--- src/rtl/control_sequencer.sv ---
// Hardwired control unit for a simple bus datapath.
// Sequences fetch (T0-T2) and execute (T3-T6) strobes.
module control_sequencer (
  input  logic        clk,
  input  logic        reset_n,
  input  logic        start,
  input  logic        mem_ready,
  input  logic [31:0] ir,
  output logic        PCout,
  output logic        PCin,
  output logic        IncPC,
  output logic        MARin,
  output logic        MDRread,
  output logic        MDRin,
  output logic        MDRout,
  output logic        IRin,
  output logic        Yin,
  output logic        Zlowin,
  output logic        Zhighin,
  output logic        Zlowout,
  output logic        Zhighout,
  output logic        LOin,
  output logic        HIin,
  output logic [15:0] reg_out_en,
  output logic [15:0] reg_in_en,
  output logic [4:0]  alu_op,
  output logic        run,
  output logic        illegal_op
);

  typedef enum logic [3:0] {
    IDLE, T0, T1, T2, T3, T4, T5, T6, HALT
  } state_t;

  state_t state;

  logic [4:0] opcode;
  logic [3:0] ra;
  logic [3:0] rb;
  logic [3:0] rc;
  logic       is_alu;
  logic       is_md;
  logic       is_nop;
  logic       is_halt;
  logic       unused_ir;

  assign opcode    = ir[31:27];
  assign ra        = ir[26:23];
  assign rb        = ir[22:19];
  assign rc        = ir[18:15];
  assign unused_ir = ^ir[14:0];

  assign is_alu  = opcode <= 5'd14;
  assign is_md   = (opcode == 5'd15) || (opcode == 5'd16);
  assign is_nop  = opcode == 5'd27;
  assign is_halt = opcode == 5'd28;

  always_ff @(posedge clk or negedge reset_n) begin
    if (!reset_n) begin
      state <= IDLE;
    end else begin
      unique case (state)
        IDLE: if (start) state <= T0;
        T0:   state <= T1;
        T1:   if (mem_ready) state <= T2;
        T2:   state <= T3;
        T3: begin
          if (is_alu || is_md) state <= T4;
          else if (is_halt)    state <= HALT;
          else                 state <= T0;
        end
        T4:   state <= T5;
        T5:   state <= is_md ? T6 : T0;
        T6:   state <= T0;
        HALT: state <= HALT;
        default: state <= IDLE;
      endcase
    end
  end

  // Moore decode; only the T1 completion strobes see mem_ready.
  always_comb begin
    PCout      = 1'b0;
    PCin       = 1'b0;
    IncPC      = 1'b0;
    MARin      = 1'b0;
    MDRread    = 1'b0;
    MDRin      = 1'b0;
    MDRout     = 1'b0;
    IRin       = 1'b0;
    Yin        = 1'b0;
    Zlowin     = 1'b0;
    Zhighin    = 1'b0;
    Zlowout    = 1'b0;
    Zhighout   = 1'b0;
    LOin       = 1'b0;
    HIin       = 1'b0;
    reg_out_en = 16'h0000;
    reg_in_en  = 16'h0000;
    alu_op     = 5'b00000;
    illegal_op = 1'b0;
    unique case (state)
      T0: begin
        PCout  = 1'b1;
        MARin  = 1'b1;
        IncPC  = 1'b1;
        Zlowin = 1'b1;
      end
      T1: begin
        MDRread = 1'b1;
        MDRin   = 1'b1;
        PCin    = mem_ready;
        Zlowout = mem_ready;
      end
      T2: begin
        MDRout = 1'b1;
        IRin   = 1'b1;
      end
      T3: begin
        if (is_alu) begin
          reg_out_en = 16'(1) << rb;
          Yin        = 1'b1;
        end else if (is_md) begin
          reg_out_en = 16'(1) << ra;
          Yin        = 1'b1;
        end else if (!is_nop && !is_halt) begin
          illegal_op = 1'b1;
        end
      end
      T4: begin
        if (is_alu) begin
          reg_out_en = 16'(1) << rc;
          Zlowin     = 1'b1;
          alu_op     = opcode;
        end else if (is_md) begin
          reg_out_en = 16'(1) << rb;
          Zlowin     = 1'b1;
          Zhighin    = 1'b1;
          alu_op     = opcode;
        end
      end
      T5: begin
        Zlowout = 1'b1;
        if (is_md) LOin = 1'b1;
        else       reg_in_en = 16'(1) << ra;
      end
      T6: begin
        Zhighout = 1'b1;
        HIin     = 1'b1;
      end
      default: ;
    endcase
  end

  assign run = (state != IDLE) && (state != HALT);

endmodule

--- config.mk ---
export PLATFORM = sky130hd
export DESIGN_NAME = control_sequencer
export DESIGN_NICKNAME = d
export VERILOG_FILES = /design/src/rtl/control_sequencer.sv
export SDC_FILE = /design/constraint.sdc
export NUM_CORES = 1
export LEC_CHECK = 0
export ABC_AREA = 1
export BUFFER_PORTS_ARGS = -buffer_cell sky130_fd_sc_hd__buf_2
export CAP_MARGIN = 20
export CORE_AREA = 2 2 60 62
export DETAILED_ROUTE_END_ITERATION = 8
export DIE_AREA = 0 0 62 64
export GPL_TIMING_DRIVEN = 0
export PLACE_DENSITY = 0.82
export SLEW_MARGIN = 5
export SYNTH_ARGS = -nofsm -noshare
export SYNTH_HDL_FRONTEND = slang
export SYNTH_SLANG_ARGS = --single-unit
--- constraint.sdc ---
create_clock -name clk -period 3.1 [get_ports clk]
set_input_delay 0.465 -clock clk [delete_from_list [all_inputs] [get_ports clk]]
set_output_delay 0.465 -clock clk [all_outputs]
set_load 0.1 [all_outputs]
==> metrics.cfg, run 1 <==
[clocking]
cts_sinks = 4
cts_resized = 0
clk_latency_ns = 0.23
clkTransAtPathRegs_ns = 0.04
cts.root.buffer_cell = clkbuf_4
cts_buffer_depth = 2
holdBufCountCts = 0
cts_max_level = 1
cts_tree = built
cts_buffers = 3
post_cts_buffers = 0

[synthesis]
synth.net_count = 384
syn_avg_cell_area_um2 = 4.47
seq_area_frac_synth_pct = 6.43
synth.distinct_cells = 20
syn-cell-area_um2 = 1560
yosys_register_bits = 4
synth_cells = 348
ys_warn_count = 0

[timing]
rsz0062_at_grt = no
worst_slew_pin_slew_ns = 0.498
maxSlewViolCount = 0
setup_ws_ns = 0.479
timing.hold.ws_ns = 0.0258
finalSetupViolCount = 0
fmax_ghz = 0.382
hold_viol = 0
tns_ns = 0
finalCritPeriodShare_pct = 84.5
skew_ns = 0.00224
fin_crit_ns = 2.62
slew_headroom_pct = 67.0

[pwr]
leakage_nw = 1.18
power_density_nw_per_um2 = 605
vdd_ir_drop_max_mv = 0.386
p_total_mw = 1.21

[cells_and_area]
layout.cells.non_filler = 469
n_antenna_cell = 0
largest_reg_flops = 4
fillCellCount = 358
fin_nets = 461
regMostFlops = state
final_area_um2 = 2010
final_util_pct = 61.1
layout-drive-gt1-share_pct = 25.3
layout_common_cells = nor2_1, nand2_1, buf_2
final_common_cell = nor2_1
largestRegisters = state: 4 flops
syn_to_final_growth_pct = 28.9

[setup_path]
arrival_ns = 2.16
critical_path.max_fanout = 8
reg2regPathDepth = 6
r2r_start = state[2]$_DFFE_PN0P_
crit_top_cell = nand2_1
crit_chain = inv_2, nand2_1, nor2_2, nand2_1, nor2_1, nor2_1, nand2_1, buf_2
timing.rr.end = state[0]$_DFFE_PN0P_
cp_slowest_stage_delay_ns = 0.43
end_kind = primary output
cp.required_ns = 2.63
regToRegSetupSlack_ns = 1.82
cp_num_buf_inv = 2
cp-start-kind = flop
path_class = reg -> out
path_delay_family = simple AND/OR/NAND/NOR gates
cp_slowest_cell = dfrtp_1

[grt]
gr-usage-met3_pct = 0.405
grt_usage_pct = 23.8
top_usage_layer = met2
grt_pass1_vias = 1825
antenna_found_initial = 0
grt_max_degree = 11
grt_pass1_wl_um = 7590
use_met1_pct = 32.8
overflow = 0
use_met2_pct = 38.9

[detailed_routing]
postRouteAntennaNets = 0
drt-total-wl_um = 4520
wire_per_inst_um = 9.64
drc = 0
vias = 2187
drtIter0Drc = 195
first_pass_iters = 4
vias_per_cell = 4.66

[die]
rows = 21
die_area_um2 = 3970
io-pin-count = 90
initial_core_util_pct = 47.4
die_w_um = 62
core_area_um2 = 3280
die_h_um = 64

[status]
outcome = finished clean

[place]
port_buffers = 72
preCtsSetupSlack_ns = 0.620
hpwlAfterDp_um = 3780
placed_area_um2 = 1980
place_inst = 466
gp_congestion = 0.874

[min_path]
min_path_type = in -> async

[run]
maxCapViolCount = 0

[cell usage after synthesis]
library cell / number / share of area (%)
inv_2: 1 / 0.24
nand2_1: 108 / 26
nand3_1: 35 / 11
nor2_1: 110 / 27
o21ai_0: 5 / 1.6
o22ai_1: 1 / 0.40
buf_4: 8 / 3.9
dfrtp_1: 4 / 6.4
a21oi_1: 2 / 0.64
nand4_1: 2 / 0.80
buf_2: 6 / 1.9
nand2_2: 1 / 0.40
buf_6: 1 / 0.72
nor3_1: 3 / 0.96
o21ai_4: 1 / 1.0
nand3_4: 1 / 1.1
nor2_2: 11 / 4.4
clkbuf_1: 1 / 0.24
clkinv_1: 1 / 0.24
inv_1: 46 / 11
[power breakdown]
group | internal, mW | switching, mW | leakage (nW)
clock | 0.0432 | 0.0205 | 0.0138
sequential | 0.0719 | 0.0194 | 0.0513
combinational | 0.173 | 0.886 | 1.12
[cells by family after synthesis]
| kind of cell | count (synthesis) | synth area share, % |
|---|---|---|
| compound gates | 9 | 3.70 |
| flops | 4 | 6.43 |
| simple gates | 271 | 71.5 |
| buf+inv | 64 | 18.3 |
[layer usage]
layer | vias to the layer above | share of wire [%]
li1 | 1193 | -
met1 | 913 | 47
met2 | 77 | 46
met3 | 4 | 6.3
met4 | 0 | 0.80
met5 | - | 0
[worst max-delay path by stage]
| stage | from | endpoint | depth (start not counted) |
|---|---|---|---|
| global route | state[1]$_DFFE_PN0P_ | reg_out_en[6] | 8 |
| global placement | ir[28] | reg_out_en[6] | 10 |
| detailed placement | ir[27] | reg_out_en[11] | 11 |
| floorplan | ir[27] | alu_op[1] | 7 |
| finish | state[1]$_DFFE_PN0P_ | reg_out_en[0] | 8 |
| CTS | state[1]$_DFFE_PN0P_ | reg_out_en[0] | 8 |
[final cells by class]
cell class / count / area [um^2] / share of cell area (%)
Timing Repair Buffer: 72 / 360 / 18.0
Inverter: 48 / 180 / 8.98
Multi-Input combinational cell: 280 / 1180 / 58.9
Clock buffer: 3 / 22.5 / 1.12
Buffer: 16 / 105 / 5.24
Tap cell: 46 / 57.6 / 2.87
Sequential cell: 4 / 100 / 4.99
No activity file was read; power rests on OpenSTA's default activity.
==> inputs of run 2 (changes only) <==
--- a/config.mk
+++ b/config.mk
@@ -8,11 +8,11 @@
 export ABC_AREA = 1
 export BUFFER_PORTS_ARGS = -buffer_cell sky130_fd_sc_hd__buf_2
 export CAP_MARGIN = 20
-export CORE_AREA = 2 2 60 62
+export CORE_AREA = 2 2 62 64
 export DETAILED_ROUTE_END_ITERATION = 8
-export DIE_AREA = 0 0 62 64
+export DIE_AREA = 0 0 64 66
 export GPL_TIMING_DRIVEN = 0
-export PLACE_DENSITY = 0.82
+export PLACE_DENSITY = 0.77
 export SLEW_MARGIN = 5
 export SYNTH_ARGS = -nofsm -noshare
 export SYNTH_HDL_FRONTEND = slang
==> constraint.sdc (replaced) <==
create_clock -name clk -period 2.68 [get_ports clk]
set_input_delay 0.402 -clock clk [delete_from_list [all_inputs] [get_ports clk]]
set_output_delay 0.402 -clock clk [all_outputs]
set_load 0.1 [all_outputs]
==> run 2 against run 1 <==
- sequential power increased by 17%
- via count barely moved
- critical path type unchanged
- design area increased by 2.0%
- clock-buffer cell count unchanged
==> metrics.cfg, run 2 (same netlist as run 1, synthesis figures left out) <==
[timing]
timing.hold.ws_ns = 0.463  ; +0.437 ns
fin_crit_ns = 2.50
slew_headroom_pct = 67.3  ; +0.25 points
finalSetupViolCount = 0  ; unchanged
fmax_ghz = 0.399
finalCritPeriodShare_pct = 93.5
setup_ws_ns = 0.175  ; -0.304 ns
tns_ns = 0  ; unchanged
skew_ns = 0.00202  ; -0.000214 ns
hold_viol = 0  ; unchanged
maxSlewViolCount = 0  ; unchanged
worst_slew_pin_slew_ns = 0.494  ; -0.00372 ns

[setup_path]
cp.required_ns = 2.28  ; -0.35 ns
crit_chain = inv_2, nand2_1, nor2_2, nand2_1, nor2_1, nor2_1, nand2_1, buf_2
crit_top_cell = nand2_1
end_kind = primary output
cp-start-kind = flop
critical_path.max_fanout = 8  ; unchanged
cp_slowest_stage_delay_ns = 0.43  ; about the same
path_class = reg -> out
arrival_ns = 2.10  ; -0.06 ns
reg2regPathDepth = 6  ; unchanged
cp_slowest_cell = dfrtp_1

[grt]
grt_usage_pct = 22.1  ; -1.7 points
grt_max_degree = 11  ; unchanged
grt_pass1_vias = 1911  ; +4.7%
grt_pass1_wl_um = 7830  ; +3.2%
antenna_found_initial = 0  ; unchanged
overflow = 0  ; unchanged

[die]
io-pin-count = 90  ; unchanged
rows = 22  ; +4.8%
die_area_um2 = 4220  ; +6.5%
die_w_um = 64  ; +3.2%
die_h_um = 66  ; +3.1%
initial_core_util_pct = 43.8  ; -3.6 points
core_area_um2 = 3550  ; +8.1%

[pwr]
power_density_nw_per_um2 = 691  ; +14%
leakage_nw = 1.18  ; -0.18%
vdd_ir_drop_max_mv = 0.395  ; +2.3%
p_total_mw = 1.42  ; +17%

[clocking]
cts_buffers = 3  ; unchanged
cts_tree = built
clk_latency_ns = 0.23  ; about the same
cts.root.buffer_cell = clkbuf_4
cts_sinks = 4  ; unchanged
cts_buffer_depth = 2  ; unchanged
cts_max_level = 1  ; unchanged
post_cts_buffers = 0  ; unchanged
clkTransAtPathRegs_ns = 0.03  ; about the same

[cells_and_area]
layout_common_cells = nand2_1, nor2_1, buf_2
final_area_um2 = 2050  ; +2.0%
final_common_cell = nand2_1
syn_to_final_growth_pct = 31.5
n_antenna_cell = 0  ; unchanged
fillCellCount = 407  ; +14%
layout-drive-gt1-share_pct = 25.9  ; +0.65 points
regMostFlops = state
fin_nets = 462  ; +0.22%
largestRegisters = state: 4 flops
largest_reg_flops = 4  ; unchanged

[status]
outcome = finished clean

[detailed_routing]
wl_met3_um = 297  ; +4.9%
drc = 0  ; unchanged
vias_per_cell = 4.64  ; -0.59%
wl_met2_um = 2070  ; -0.81%
drtIter0Drc = 160  ; -18%
wire_per_inst_um = 9.72  ; +0.81%
postRouteAntennaNets = 0  ; unchanged
route.top_layer_used = met4
first_pass_iters = 4  ; unchanged
drt-total-wl_um = 4590  ; +1.5%
vias = 2188  ; +0.046%
wl_met1_um = 2160  ; +2.0%

[min_path]
min_path_type = in -> reg
hold_depth = 3

[place]
port_buffers = 72  ; unchanged
preCtsSetupSlack_ns = 0.312  ; -0.307 ns
placed_area_um2 = 1990  ; +0.50%
hpwlAfterDp_um = 3850  ; +1.8%
gp_congestion = 0.963  ; +10%

[run]
maxCapViolCount = 0  ; unchanged

[run 2: final timing paths]
check | from | endpoint | slack [ns]
setup / recovery | state[1]$_DFFE_PN0P_ | reg_out_en[4] | 0.18
min in group asynchronous | reset_n | state[3]$_DFFE_PN0P_ | 0.50
setup reg to reg | state[2]$_DFFE_PN0P_ | state[0]$_DFFE_PN0P_ | 1.37
max in group asynchronous | reset_n | state[1]$_DFFE_PN0P_ | 2.06
hold / removal | start | state[0]$_DFFE_PN0P_ | 0.46
hold reg to reg | state[3]$_DFFE_PN0P_ | state[3]$_DFFE_PN0P_ | 0.55
[run 2: stage by stage]
stage	util, %	instances
after detailed placement	56.2	468
final	57.6	472
after global routing	57.6	472
after global placement	56.2	468
after CTS	57.1	472
after floorplan	-	348
[run 2: per-layer routing]
| layer | track usage, % | vias to the layer above |
|---|---|---|
| met5 | 0 | - |
| met4 | 5.71 | 0 |
| met3 | 2.04 | 9 |
| met2 | 37.4 | 78 |
| met1 | 30.1 | 907 |
| li1 | - | 1194 |
[run 2: critical path, delay by kind of cell, from the launching register on]
kind	cells	cell delay [ns]
flops	1	0.43
buf+inv	2	0.50
simple gates	6	0.94
[run 2: cell type report]
type | count | area [um^2] | area share [%]
Buffer | 16 | 105 | 5.13
Clock buffer | 3 | 22.5 | 1.10
Inverter | 48 | 180 | 8.80
Multi-Input combinational cell | 280 | 1190 | 58.1
Sequential cell | 4 | 100 | 4.89
Tap cell | 48 | 60.1 | 2.93
Timing Repair Buffer | 73 | 390 | 19.1
[run 2: power by group]
group	internal (mW)	leakage (nW)	switching, mW
Sequential	0.0832	0.0513	0.0242
Combinational	0.205	1.11	1.03
Clock	0.0500	0.0138	0.0233
Total	0.338	1.18	1.08
[run 2: repair_timing]
action                                 4_1_cts  5_1_grt
hold buffers                                 1        0
endpoints found under the hold margin        4        0
gates resized for setup                      0        8
setup endpoints to repair                    0        8
==> inputs of run 3 (changes only) <==
--- a/config.mk
+++ b/config.mk
@@ -8,11 +8,13 @@
 export ABC_AREA = 1
 export BUFFER_PORTS_ARGS = -buffer_cell sky130_fd_sc_hd__buf_2
 export CAP_MARGIN = 20
-export CORE_AREA = 2 2 62 64
+export CELL_PAD_IN_SITES_DETAIL_PLACEMENT = 1
+export CELL_PAD_IN_SITES_GLOBAL_PLACEMENT = 1
+export CORE_AREA = 2 2 81 83
 export DETAILED_ROUTE_END_ITERATION = 8
-export DIE_AREA = 0 0 64 66
+export DIE_AREA = 0 0 83 85
 export GPL_TIMING_DRIVEN = 0
-export PLACE_DENSITY = 0.77
+export PLACE_DENSITY = 0.76
 export SLEW_MARGIN = 5
 export SYNTH_ARGS = -nofsm -noshare
 export SYNTH_HDL_FRONTEND = slang
==> run 3 against run 2 <==
- worst setup slack got worse by 0.028 ns
- clock-buffer cell count unchanged
- critical path depth unchanged
- hold slack improved by 0.027 ns
- sequential power about the same
- total power increased by 5.6%
- fmax decreased by 1.1%
- clock power increased by 71%
- critical endpoint is now reg_out_en[10]
- largest cell class unchanged
- largest power group unchanged
- highest routed layer is now met3
==> metrics.cfg, run 3 (same netlist as run 1, synthesis figures left out) <==
[die]
initial_core_util_pct = 25.1  ; -19 points
rows = 29  ; +32%
die_area_um2 = 7060  ; +67%
die_w_um = 83  ; +30%
die_h_um = 85  ; +29%
io-pin-count = 90  ; unchanged
core_area_um2 = 6200  ; +75%

[setup_path]
critical_path.max_fanout = 7  ; -1
r2r_start = state[2]$_DFFE_PN0P_
path_class = reg -> out
timing.rr.end = state[0]$_DFFE_PN0P_
crit_path_start = state[1]$_DFFE_PN0P_
crit_chain = inv_2, nand2_1, nor2_2, nand2_1, nor2_1, nor2_1, nand2_1, buf_2
regToRegSetupSlack_ns = 1.32  ; -0.05 ns
crit_path_end = reg_out_en[10]
reg2regPathDepth = 6  ; unchanged
cp_slowest_stage_delay_ns = 0.43  ; about the same
cp-start-kind = flop
cp_slowest_cell = dfrtp_1
crit_top_cell = nand2_1
cp.required_ns = 2.28  ; about the same
end_kind = primary output
arrival_ns = 2.13  ; +0.03 ns

[clocking]
cts_max_level = 1  ; unchanged
post_cts_buffers = 0  ; unchanged
cts_tree = built
clk_latency_ns = 0.21  ; -0.02 ns
cts_buffer_depth = 2  ; unchanged
cts_buffers = 3  ; unchanged
cts_sinks = 4  ; unchanged
clkTransAtPathRegs_ns = 0.03  ; about the same
cts.root.buffer_cell = clkbuf_8

[grt]
use_met1_pct = 22.0  ; -8.1 points
grt_max_degree = 11  ; unchanged
overflow = 0  ; unchanged
gr-usage-met3_pct = 1.75  ; -0.29 points
use_met2_pct = 32.0  ; -5.4 points
grt_usage_pct = 17.2  ; -4.9 points
antenna_found_initial = 0  ; unchanged
grt_pass1_wl_um = 10400  ; +33%
grt_pass1_vias = 2326  ; +22%
top_usage_layer = met2

[cells_and_area]
layout_common_cells = nand2_1, nor2_1, buf_2
fin_nets = 462  ; unchanged
fillCellCount = 941  ; +130%
layout.cells.non_filler = 501  ; +6.1%
layout-drive-gt1-share_pct = 25.9  ; unchanged
syn_to_final_growth_pct = 35.4
final_common_cell = nand2_1
seq_area_um2 = 100  ; unchanged
largestRegisters = state: 4 flops
largest_reg_flops = 4  ; unchanged
final_util_pct = 34.0  ; -24 points
n_antenna_cell = 0  ; unchanged
final_area_um2 = 2110  ; +2.9%
multi_input_area_um2 = 1190  ; unchanged
regMostFlops = state

[timing]
maxSlewViolCount = 0  ; unchanged
fmax_ghz = 0.395  ; -1.1%
slew_headroom_pct = 67.0  ; -0.28 points
worst_slew_pin_slew_ns = 0.498  ; +0.00419 ns
hold_viol = 0  ; unchanged
skew_ns = 0.000116  ; -0.00191 ns
rsz0062_at_grt = yes
timing.hold.ws_ns = 0.489  ; +0.0266 ns
finalSetupViolCount = 0  ; unchanged
setup_ws_ns = 0.147  ; -0.0280 ns
finalCritPeriodShare_pct = 94.5  ; +1.0 points
fin_crit_ns = 2.53  ; +0.0279 ns

[detailed_routing]
vias_per_cell = 4.52  ; -2.5%
drtIter0Drc = 51  ; -68%
postRouteAntennaNets = 0  ; unchanged
first_pass_iters = 4  ; unchanged
drt-total-wl_um = 6100  ; +33%
drc = 0  ; unchanged
vias = 2264  ; +3.5%
wire_per_inst_um = 12.2  ; +25%

[place]
port_buffers = 72  ; unchanged
place_inst = 497  ; +6.2%
placed_area_um2 = 2030  ; +1.8%
gp_congestion = 0.901  ; -6.4%
hpwlAfterDp_um = 5180  ; +35%
preCtsSetupSlack_ns = 0.253  ; -0.0598 ns

[run]
maxCapViolCount = 0  ; unchanged

[status]
outcome = finished clean

[pwr]
leakage_nw = 1.19  ; +0.54%
vdd_ir_drop_max_mv = 0.680  ; +72%
power_density_nw_per_um2 = 709  ; +2.6%

[min_path]
min_path_type = in -> reg

[run 3: changes by cell type in the layout (fill, tap and decap cells not counted)]
cell / change
clkbuf_4: -1
clkbuf_8: +3
buf_2: -2
[run 3: layer usage]
metal	part of all wire [%]	vias up	wire length, um
met3	3.2	0	193
met1	47	1028	2890
met2	50	42	3020
li1	-	1194	-
met5	0	-	0
met4	0	0	0
[run 3: area by class of cell]
class	count	share of cell area, %
Clock buffer	3	1.96
Tap cell	77	4.57
Buffer	16	4.99
Sequential cell	4	4.75
Timing Repair Buffer	73	18.8
Inverter	48	8.55
Multi-Input combinational cell	280	56.4
[run 3: where the power goes]
| group | switching [mW] | internal, mW | leakage, nW |
|---|---|---|---|
| Sequential | 0.0244 | 0.0833 | 0.0513 |
| Combinational | 1.06 | 0.205 | 1.11 |
| Clock | 0.0292 | 0.0956 | 0.0216 |
| Total | 1.11 | 0.384 | 1.19 |
[run 3: metrics by stage]
stage / TNS, ns / total power [mW]
final: 0 / 1.49
after global routing: -0.0353 / 1.57
after floorplan: -0.606 / 1.16
after CTS: 0 / 1.50
after global placement: 0 / 1.35
after detailed placement: 0 / 1.37
[run 3: worst max-delay path, delay by kind of cell, from the launching register on]
family                 cells  cell delay (ns)
buffers and inverters      2             0.51
flip-flops                 1             0.43
AND/OR/NAND/NOR            6             0.97
[run 3: timing repair]
item	in CTS	in global routing
endpoints found under the hold margin	4	0
gates resized for setup	0	10
hold buffers	1	0
endpoints found under the setup margin	0	10
[run 3: worst min-delay path by stage]
stage / depth (start not counted) / slack, ns / start / end
after floorplan: 0 / 0.11 / reset_n / state[0]$_DFFE_PN0P_
final: 3 / 0.49 / start / state[0]$_DFFE_PN0P_
after global routing: 3 / 0.52 / start / state[0]$_DFFE_PN0P_
after global placement: 1 / 0.21 / reset_n / state[1]$_DFFE_PN0P_
after CTS: 3 / 0.50 / start / state[0]$_DFFE_PN0P_
after detailed placement: 1 / 0.21 / reset_n / state[1]$_DFFE_PN0P_
